File: config.mk
export PLATFORM = sky130hd
export DESIGN_NAME = mux3_rr_arbiter
export DESIGN_NICKNAME = d
export VERILOG_FILES = /design/src/rtl/mux3_pkg.sv /design/src/rtl/rr_pick3.sv /design/src/rtl/mux3_rr_arbiter.sv
export SDC_FILE = /design/constraint.sdc
export NUM_CORES = 1
export LEC_CHECK = 0
export CORE_MARGIN = 2
export CORE_UTILIZATION = 38
export CTS_CLUSTER_SIZE = 14
export DETAILED_ROUTE_END_ITERATION = 8
export PLACE_DENSITY = 0.87
export SYNTH_ARGS = -nofsm -noshare
export SYNTH_HDL_FRONTEND = slang
export SYNTH_HIERARCHICAL = 1
export SYNTH_SLANG_ARGS = --single-unit
File: constraint.sdc
create_clock -name clk -period 2.2 [get_ports clk]
set_input_delay 0.44 -clock clk [delete_from_list [all_inputs] [get_ports clk]]
set_output_delay 0.44 -clock clk [all_outputs]
set_load 0.005 [all_outputs]
File: src/rtl/mux3_pkg.sv
// ============================================================================
//  mux3_pkg : shared selector encodings and requester count for the 3:1 arbiter
//  Rev 1.0
// ============================================================================
`default_nettype none

package mux3_pkg;
    localparam logic [1:0] SEL_C0  = 2'b00;
    localparam logic [1:0] SEL_C1  = 2'b01;
    localparam logic [1:0] SEL_C2  = 2'b10;
    localparam int         NUM_REQ = 3;
endpackage

`default_nettype wire

File: src/rtl/rr_pick3.sv
// ============================================================================
//  rr_pick3 : combinational round-robin pick among three requesters
//  Rev 1.0
// ============================================================================
`default_nettype none

module rr_pick3
    import mux3_pkg::*;
(
    input  logic [NUM_REQ-1:0] req,
    input  logic [1:0]         last,
    output logic [NUM_REQ-1:0] grant,
    output logic [1:0]         win,
    output logic               any
);

    // The most recent winner always drops to lowest priority.
    always_comb begin
        win = SEL_C0;
        case (last)
            SEL_C0: begin
                if (req[1])      win = SEL_C1;
                else if (req[2]) win = SEL_C2;
                else             win = SEL_C0;
            end
            SEL_C1: begin
                if (req[2])      win = SEL_C2;
                else if (req[0]) win = SEL_C0;
                else             win = SEL_C1;
            end
            default: begin
                if (req[0])      win = SEL_C0;
                else if (req[1]) win = SEL_C1;
                else             win = SEL_C2;
            end
        endcase
    end

    assign any   = |req;
    assign grant = any ? (3'b001 << win) : 3'b000;

endmodule

`default_nettype wire

File: src/rtl/mux3_rr_arbiter.sv
// ============================================================================
//  mux3_rr_arbiter : round-robin 3:1 mux with registered, tagged output stage
//  Rev 1.0
// ============================================================================
`default_nettype none

module mux3_rr_arbiter
    import mux3_pkg::*;
#(
    parameter int DATA_W = 24
) (
    input  logic                clk,
    input  logic                rst_n,
    input  logic [NUM_REQ-1:0]  req,
    input  logic [DATA_W-1:0]   choice_0,
    input  logic [DATA_W-1:0]   choice_1,
    input  logic [DATA_W-1:0]   choice_2,
    output logic [NUM_REQ-1:0]  grant,
    output logic [DATA_W-1:0]   out_data,
    output logic [1:0]          out_sel,
    output logic                out_valid,
    input  logic                out_ready
);

    logic [DATA_W-1:0]  r_out_data;
    logic [1:0]         r_out_sel;
    logic               r_out_valid;
    logic [1:0]         r_last;

    logic [NUM_REQ-1:0] w_grant_raw;
    logic [1:0]         w_win;
    logic               w_any;
    logic               w_load;
    logic [DATA_W-1:0]  w_win_data;

    rr_pick3 u_pick (
        .req   (req),
        .last  (r_last),
        .grant (w_grant_raw),
        .win   (w_win),
        .any   (w_any)
    );

    assign w_load = !r_out_valid || out_ready;

    // rst_n gates grant directly so it drops during reset without waiting for an edge.
    assign grant = (rst_n && w_load) ? w_grant_raw : 3'b000;

    always_comb begin
        case (w_win)
            SEL_C0:  w_win_data = choice_0;
            SEL_C1:  w_win_data = choice_1;
            default: w_win_data = choice_2;
        endcase
    end

    always_ff @(posedge clk or negedge rst_n) begin
        if (!rst_n) begin
            r_out_data  <= '0;
            r_out_sel   <= SEL_C0;
            r_out_valid <= 1'b0;
            r_last      <= SEL_C2;
        end else if (w_load) begin
            if (w_any) begin
                r_out_data  <= w_win_data;
                r_out_sel   <= w_win;
                r_out_valid <= 1'b1;
                r_last      <= w_win;
            end else begin
                r_out_valid <= 1'b0;
            end
        end
    end

    assign out_data  = r_out_data;
    assign out_sel   = r_out_sel;
    assign out_valid = r_out_valid;

endmodule

`default_nettype wire

==> flow_metrics.env <==
export IMPL_status="completed"
export IMPL_p_leak_nw=1.22
export IMPL_power_density_mw_per_mm2=803
export IMPL_place_gp_congestion=0.754
export IMPL_cap_viol_max_count=0
export IMPL_avgSynthCellArea_um2=9.64
export IMPL_cts_tree="done"
export IMPL_diodes=0
export IMPL_clkSinkCount=28
export IMPL_drt_wl_total_um=5420
export IMPL_core_area_mm2=0.00472
export IMPL_critPathKind="input port to output pin"
export IMPL_min_period_over_period=0.972
export IMPL_hold_class="flop to flop"
export IMPL_clockBufferDepth=2
export IMPL_start_util=0.396
export IMPL_report_final_slew_viol_count=0
export IMPL_final_common_cell="clkdlybuf4s50_1"
export IMPL_die_x_um=74.2
export IMPL_layout_nets=379
export IMPL_drt_iter0_drc=82
export IMPL_r2r_start="r_last[1]"
export IMPL_ios=108
export IMPL_grt_overflow=0
export IMPL_drive_gt1_frac=0.0933
export IMPL_synth_edf_count=0
export IMPL_cts_hold_buffers=0
export IMPL_insertion_delay_ns=0.27
export IMPL_hpwlAfterDp_um=3940
export IMPL_yosys_register_bits=28
export IMPL_grt_use_met1=0.237
export IMPL_ys_types=27
export IMPL_synth_seq_area_share=0.375
export IMPL_syn_inst=194
export IMPL_period_minus_slack_ns=2.14
export IMPL_port_buffers=107
export IMPL_antenna_found_initial=0
export IMPL_worstHoldStart="out_data[17]"
export IMPL_cp_startpoint="req[2]"
export IMPL_rsz0062_at_grt="no"
export IMPL_start_kind="input port"
export IMPL_ys_flop_type="dfrtp_1"
export IMPL_maxSlewHeadroom=0.763
export IMPL_area_growth_pct=63.5
export IMPL_tightest_slew_ns=0.356
export IMPL_crit_path_end_kind="output pin"
export IMPL_grt_max_degree=50
export IMPL_cts_buffers=3
export IMPL_fmax_mhz=468
export IMPL_synthArstFlopShare=1.00
export IMPL_drc=0
export IMPL_wl_per_cell_um=14.8
export IMPL_grt_pass1_wl_um=8230
export IMPL_die_h_um=74.2
export IMPL_syn_nets=272
export IMPL_finish_utilization=0.648
export IMPL_crit_arrival_ns=1.70
export IMPL_ant_nets=0
export IMPL_vias=1853
export IMPL_first_pass_iters=4
export IMPL_num_rows=25
export IMPL_place_inst=361
export IMPL_ir_drop_mv=0.384
export IMPL_h_tree_depth=1
export IMPL_setup_violations=0
export IMPL_routed_via_density=5.05
export IMPL_final_cells=367
export IMPL_crit_required_ns=1.76
export IMPL_grt_util_met2=0.331
export IMPL_synth_warnings=6
export IMPL_met3_usage=0.0474
export IMPL_finalHoldViolCount=0
export IMPL_grt_busiest_layer="met2"
export IMPL_yosysTopAreaCell="dfrtp_1"
export IMPL_grtUsageTotal=0.191
export IMPL_worstPathMaxFanout=4
export IMPL_die_area_mm2=0.00550
export IMPL_grt_pass1_vias=1774
export IMPL_path_clk_slew_ns=0.09
export IMPL_cts_root_buf="clkbuf_8"
export IMPL_skew_ns=0.00594
export IMPL_synth_top_area_frac=0.361
export IMPL_place_area_mm2=0.00299
export IMPL_final_cell_mix="clkdlybuf4s50_1, dfrtp_1"
export IMPL_final_cell_area_mm2=0.00306
export IMPL_yosys_top_cells_area="dfrtp_1, o2bb2ai_1, a211oi_1"
export IMPL_syn_area_mm2=0.00187
export IMPL_whs_ns=0.501
where the power goes:
part / total [mW] / switching, mW / internal, mW / leakage, nW
clock: 0.320 / 0.160 / 0.160 / 0.0288
sequential: 0.817 / 0.119 / 0.698 / 0.334
combinational: 1.32 / 0.549 / 0.772 / 0.860
cells in the mapped netlist, types with 2 or more instances:
cell       instances
o2bb2ai_1         24
and3_1             3
buf_2              6
nand3_1           24
a211oi_1          24
buf_6              9
buf_4              5
mux2_2             3
nor2b_1           24
o21a_1             2
nand2b_1          21
a21oi_1            3
nor2_1             2
or2b_1             4
inv_1              2
dfrtp_1           27
cell type report:
type / instances / area, um2
fillers: 408 / 1660
repair buffers: 122 / 1210
inverters: 2 / 7.51
clock buffers: 4 / 55.1
well taps: 67 / 83.8
flip-flops and latches: 28 / 703
multi-input cells: 144 / 1000
final timing paths:
kind                           endpoint  slack [ns]  cells past startpoint
min                        out_data[17]        0.50                      1
max                            grant[0]        0.06                      6
min in group asynchronous  out_data[21]        0.66                      2
max reg2reg                 out_data[1]        0.22                      7
min reg2reg                out_data[17]        0.50                      1
max in group asynchronous     r_last[1]        1.23                      2
critical path, stage by stage:
cell,delay (ns)
dlygate4sd2_1,0.25
buf_4,0.15
a21oi_1,0.11
o21a_1,0.12
and3_1,0.14
clkdlybuf4s50_1,0.49
timing repair:
item	in CTS	in global routing
setup buffers	1	1
resized for setup	4	2
endpoints found under the setup margin	3	2
through the flow:
| step | total power [mW] | TNS (ns) | setup slack [ns] |
|---|---|---|---|
| floorplan | 1.53 | 0 | 0.412 |
| global placement | 2.09 | -0.238 | -0.101 |
| detailed placement | 2.14 | -0.828 | -0.166 |
| global route | 2.62 | 0 | 0.0301 |
| finish | 2.46 | 0 | 0.0620 |
| CTS | 2.47 | 0 | 0.0180 |
metal layers:
layer | vias to the layer above | routed length, um
met1 | 863 | 2310
met2 | 73 | 2660
met3 | 6 | 397
met4 | 0 | 59
met5 | - | 0
li1 | 911 | -
registers in the layout, summed over array words and instances (netlist names):
| name | cells |
|---|---|
| out_data | 24 |
| out_sel | 2 |
| out_valid | 1 |
| r_last | 1 |
kinds of logic (layout without fill, tap and decap cells):
| family | count (synthesis) | in the layout | share of synthesized area |
|---|---|---|---|
| AOI/OAI and AO/OA | 56 | 56 | 0.235 |
| buffers and inverters | 22 | 128 | 0.0943 |
| DFF | 28 | 28 | 0.375 |
| muxes | 4 | 4 | 0.0234 |
| and+or+nand+nor | 84 | 84 | 0.272 |
Power figures use the tool's default switching activity.
